## src/rtl/i2c_pkg.sv

```systemverilog
// Shared I2C definitions: SCL phase encoding and default timing constants.
// Used by the SCL generator and the byte engine.
package i2c_pkg;

  typedef enum logic [2:0] {
    PH_IDLE,
    PH_Q0,
    PH_Q1,
    PH_Q2,
    PH_Q3,
    PH_STRETCH
  } i2c_phase_t;

  localparam int I2C_DIVIDER = 7000;
  localparam int I2C_TIMEOUT = 65535;

endpackage

```

## src/rtl/i2c_scl_gen.sv

```systemverilog
// I2C SCL generator: four-quarter SCL with slave clock-stretch detection
// and stretch timeout.
// Ports: clk, rst (sync, active-high), en, scl_not_ena, scl_in (synchronised)
//   -> scl_oe, data_clk, data_rise, switch_range, stretching, timeout.
module i2c_scl_gen
  import i2c_pkg::*;
#(
  parameter int DIVIDER = I2C_DIVIDER,
  parameter int TIMEOUT = I2C_TIMEOUT,
  parameter int CNT_W   = $clog2(DIVIDER),
  parameter int TO_W    = $clog2(TIMEOUT + 1)
) (
  input  logic clk,
  input  logic rst,
  input  logic en,
  input  logic scl_not_ena,
  input  logic scl_in,
  output logic scl_oe,
  output logic data_clk,
  output logic data_rise,
  output logic switch_range,
  output logic stretching,
  output logic timeout
);

  // Terminal values sized to the counter widths so the compares stay
  // correct when DIVIDER or TIMEOUT is a power of two.
  localparam logic [CNT_W-1:0] QLAST = CNT_W'(DIVIDER - 1);
  localparam logic [TO_W-1:0]  TLAST = TO_W'(TIMEOUT - 1);

  i2c_phase_t       state_q, state_d;
  logic [CNT_W-1:0] qcnt_q, qcnt_d;
  logic [TO_W-1:0]  tcnt_q, tcnt_d;
  logic             to_d;

  logic scl_oe_q, scl_oe_d;
  logic dclk_q, dclk_d;
  logic rise_q, rise_d;
  logic sw_q, sw_d;
  logic str_q, str_d;
  logic to_q;

  always_ff @(posedge clk) begin
    if (rst) begin
      state_q  <= PH_IDLE;
      qcnt_q   <= '0;
      tcnt_q   <= '0;
      scl_oe_q <= 1'b0;
      dclk_q   <= 1'b0;
      rise_q   <= 1'b0;
      sw_q     <= 1'b0;
      str_q    <= 1'b0;
      to_q     <= 1'b0;
    end else begin
      state_q  <= state_d;
      qcnt_q   <= qcnt_d;
      tcnt_q   <= tcnt_d;
      scl_oe_q <= scl_oe_d;
      dclk_q   <= dclk_d;
      rise_q   <= rise_d;
      sw_q     <= sw_d;
      str_q    <= str_d;
      to_q     <= to_d;
    end
  end

  logic q_end;
  assign q_end = (qcnt_q == QLAST);

  always_comb begin
    state_d = state_q;
    qcnt_d  = q_end ? '0 : qcnt_q + CNT_W'(1);
    tcnt_d  = '0;
    to_d    = 1'b0;
    unique case (state_q)
      PH_IDLE: begin
        qcnt_d = '0;
        if (en) state_d = PH_Q0;
      end
      PH_Q0: if (q_end) state_d = PH_Q1;
      PH_Q1: if (q_end) state_d = PH_Q2;
      PH_Q2: begin
        // Slave holding SCL low as we release it: stretch, qcnt parked.
        if (qcnt_q == '0 && !scl_in && !scl_not_ena) begin
          state_d = PH_STRETCH;
          qcnt_d  = '0;
        end else if (q_end) begin
          state_d = PH_Q3;
        end
      end
      PH_Q3: if (q_end) state_d = en ? PH_Q0 : PH_IDLE;
      PH_STRETCH: begin
        qcnt_d = '0;
        // Release wins over a simultaneous timeout.
        if (scl_in) begin
          state_d = PH_Q2;
        end else if (tcnt_q == TLAST) begin
          state_d = PH_IDLE;
          to_d    = 1'b1;
        end else begin
          tcnt_d = tcnt_q + TO_W'(1);
        end
      end
      default: begin
        state_d = PH_IDLE;
        qcnt_d  = '0;
      end
    endcase
  end

  // Outputs decoded from the next state and registered, so they line up
  // with state_q and have no path from scl_in.
  always_comb begin
    scl_oe_d = 1'b0;
    dclk_d   = 1'b0;
    rise_d   = 1'b0;
    sw_d     = 1'b0;
    str_d    = 1'b0;
    unique case (state_d)
      PH_IDLE: ;
      PH_Q0: scl_oe_d = 1'b1;
      PH_Q1: begin
        scl_oe_d = 1'b1;
        dclk_d   = 1'b1;
        rise_d   = (qcnt_d == '0);
      end
      PH_Q2: begin
        dclk_d = 1'b1;
        sw_d   = 1'b1;
      end
      PH_Q3: ;
      PH_STRETCH: begin
        dclk_d = 1'b1;
        sw_d   = 1'b1;
        str_d  = 1'b1;
      end
      default: ;
    endcase
  end

  assign scl_oe       = scl_oe_q;
  assign data_clk     = dclk_q;
  assign data_rise    = rise_q;
  assign switch_range = sw_q;
  assign stretching   = str_q;
  assign timeout      = to_q;

  a_str_rel: assert property (@(posedge clk) disable iff (rst)
    stretching |-> !scl_oe);
  a_to_one: assert property (@(posedge clk) disable iff (rst)
    timeout |=> !timeout);
  a_live: assert property (@(posedge clk) disable iff (rst)
    (state_q == PH_STRETCH && en && scl_in) |=> state_q != PH_STRETCH);

endmodule

```

## config.mk

```make
export PLATFORM = sky130hd
export DESIGN_NAME = i2c_scl_gen
export DESIGN_NICKNAME = d
export VERILOG_FILES = /design/src/rtl/i2c_pkg.sv /design/src/rtl/i2c_scl_gen.sv
export SDC_FILE = /design/constraint.sdc
export NUM_CORES = 1
export LEC_CHECK = 0
export ABC_AREA = 1
export ABC_CLOCK_PERIOD_IN_PS = 2130
export BUFFER_PORTS_ARGS = -buffer_cell sky130_fd_sc_hd__buf_2
export CAP_MARGIN = 5
export CORE_MARGIN = 4
export CORE_UTILIZATION = 25
export CTS_CLUSTER_DIAMETER = 30
export DETAILED_ROUTE_END_ITERATION = 7
export MAX_ROUTING_LAYER = met4
export PLACE_DENSITY = 0.38
export SLEW_MARGIN = 25
export SYNTH_ARGS = -nofsm -noshare
export SYNTH_HDL_FRONTEND = slang
export SYNTH_SLANG_ARGS = --single-unit
```

## constraint.sdc

```tcl
create_clock -name clk -period 2.13 [get_ports clk]
set_input_delay 0.1065 -clock clk [delete_from_list [all_inputs] [get_ports clk]]
set_output_delay 0.1065 -clock clk [all_outputs]
set_load 0.02 [all_outputs]
```

==> flow_summary.ini <==
[floorplanning]
start_util = 0.257
die_h_um = 99.9
die_x_um = 99.9
dieArea_mm2 = 0.00998
rows = 33
core_area_mm2 = 0.00822
ios = 11

[timing]
clock.fmax_mhz = 520
rsz0062_at_grt = no
fin_worst_skew_ns = 0.00970
worstMarginPinSlew_ns = 0.429
min_period_ns = 1.92
hold_viol = 0
finalWorstSetupSlack_ns = 0.206
setup-violations-final = 0
setup_tns_ns = 0
final-max-slew-violation-count = 0
period_share = 0.904
relSlewSlack = 0.711

[drt]
drc = 0
dr_total_vias = 1957
routedWlPerCell_um = 11.5
detail_route.iter0.violations = 92
finalWirelength_mm = 5.12
first_pass_iters = 4
drtAntennaViolNets = 0
viasPerCell = 4.38

[worst_setup_path]
worst_ep_arrival_time_ns = 2.16
cp.required_ns = 2.37
cp-end-kind = flip-flop
crit_type = flip-flop to flip-flop
crit_fanout = 6
critPathLaunchType = flip-flop

[cts]
clock_sinks = 38
cts_hold_buf = 0
post_cts_resized = 0
cts.clk_slew.worst_paths_ns = 0.09
cts-root-buf = clkbuf_8
clk_latency_ns = 0.29
postCtsSetupRepairBufs = 0
cts_made_buffers = 5
cts_tree = yes
cts_buffer_depth = 2
cts_max_level = 2

[placed_design]
dp_hpwl_mm = 4.03
io_buffer_count = 10
dp_slack_ns = 0.228
place_congestion = 0.808

[logic_synthesis]
syn_inst = 324
ys_seq_area_frac = 0.360
synth.distinct_cells = 29
syn-num-nets = 333
yosysWarnings = 0
synth-seq-cells = 38
synth.avg_cell_area_um2 = 6.51
synth_area_mm2 = 0.00211

[grt]
grt_pass1_wl_mm = 8.79
antenna_found_initial = 0
grt_max_degree = 17
grt_pass1_vias = 1895
gr-total-overflow = 0
grtUsageTotal = 0.113

[layout]
final_nets = 350
area_delta_synth_final_pct = 15.4
drive_gt1_frac = 0.114
antenna_cells = 0

[power]
vdd_drop_max_mv = 0.206
leakage_uw = 0.00103
powerDensity_mw_per_mm2 = 625
finalPower_uw = 1520

[flow_run]
maxCapViolCount = 0

[outcome]
status = complete, no violations

[worst_hold_path]
hold_path_class = primary input to flip-flop
kinds of logic after synthesis:
logic type               count (synthesis)  share of synthesized area
adder cells (fa/ha/maj)                  4                     0.0237
flip-flops                              38                      0.360
XOR/XNOR                                 9                     0.0373
AO/OA/AOI/OAI                           24                     0.0628
AND/OR/NAND/NOR                        203                      0.430
buffers and inverters                   46                     0.0859
final cells by class:
class	count	area, um2
Fill cell	915	5780
Clock buffer	5	68.8
Tap cell	105	131
Multi-Input combinational cell	240	1170
Timing Repair Buffer	14	80.1
Sequential cell	38	761
Clock inverter	3	68.8
Inverter	42	158
worst paths after layout:
kind | start | slack (ns) | depth (start not counted) | end
worst max register to register | qcnt_q[0] | 0.21 | 11 | data_rise
worst min register to register | tcnt_q[13] | 0.47 | 1 | tcnt_q[13]
worst min-delay path | rst | 0.18 | 2 | qcnt_q[12]
worst max-delay path | qcnt_q[0] | 0.21 | 11 | data_rise
synthesized netlist by cell type:
cell / n / area (um2)
nor3b_2: 1 / 12.5
or2_1: 1 / 6.26
o21a_1: 1 / 7.51
nand2_2: 2 / 12.5
nor3_1: 3 / 15.0
o211ai_1: 4 / 30.0
nand2_1: 78 / 293
clkbuf_1: 2 / 7.51
nor2_1: 68 / 255
xor2_1: 7 / 61.3
nor4_1: 1 / 6.26
o21ai_0: 10 / 50.1
nand3_1: 25 / 125
buf_6: 1 / 11.3
ha_1: 4 / 50.1
nor2_2: 8 / 50.1
nor3b_1: 1 / 7.51
nand3b_1: 2 / 15.0
nand4_1: 7 / 43.8
nor2_4: 1 / 11.3
xnor2_1: 2 / 17.5
nand3_2: 3 / 30.0
o21ai_1: 2 / 10.0
buf_2: 1 / 5.00
inv_1: 42 / 158
or2_2: 1 / 6.26
dfxtp_1: 38 / 761
nand3_4: 1 / 17.5
a21oi_1: 7 / 35.0
critical path, stage by stage (launching register included):
cell,delay [ns]
dfxtp_1,0.42
ha_1,0.32
nand2_2,0.13
nor2_1,0.26
nand2_1,0.11
nand2_1,0.07
nand2_1,0.05
o211ai_1,0.10
nand2_1,0.08
nor2_1,0.14
nand3_1,0.10
nor2_1,0.09
registers in the layout, indices dropped and copies added (netlist names):
| signal | flops |
|---|---|
| stretching | 1 |
| qcnt_q | 13 |
| timeout | 1 |
| scl_oe | 1 |
| data_rise | 1 |
| tcnt_q | 16 |
| switch_range | 1 |
| state_q | 3 |
| data_clk | 1 |
cells in the final DEF, fill, tap and decap left out, types with 4 or more instances in the layout:
cell,count
nand2_1,78
nor2_1,68
inv_1,42
dfxtp_1,38
nand3_1,25
o21ai_0,10
buf_2,10
nor2_2,8
nand4_1,7
a21oi_1,7
xor2_1,7
clkbuf_8,5
o211ai_1,4
ha_1,4
buf_4,4
metrics by stage:
| stage | area, um2 | instances | utilization | hold slack, ns |
|---|---|---|---|---|
| after floorplan | 2110 | 324 | - | 0.338 |
| after global placement | 2300 | 439 | 0.280 | 0.448 |
| after detailed placement | 2300 | 439 | 0.280 | 0.453 |
| after CTS | 2440 | 447 | 0.296 | 0.167 |
| after global routing | 2440 | 447 | 0.296 | 0.181 |
| final | 2440 | 447 | 0.296 | 0.178 |
layer usage:
layer / GRT usage / vias to the layer above / part of all wire
li1: - / 1051 / -
met1: 0.144 / 868 / 0.51
met2: 0.180 / 34 / 0.45
met3: 0.0188 / 4 / 0.037
met4: 0.0420 / 0 / 0.012
met5: - / - / 0
report_power, final:
part	internal (uW)	switching (uW)
clock	470	274
sequential	714	5.69
combinational	18.1	40.8
(Power assumes the default switching activity.)
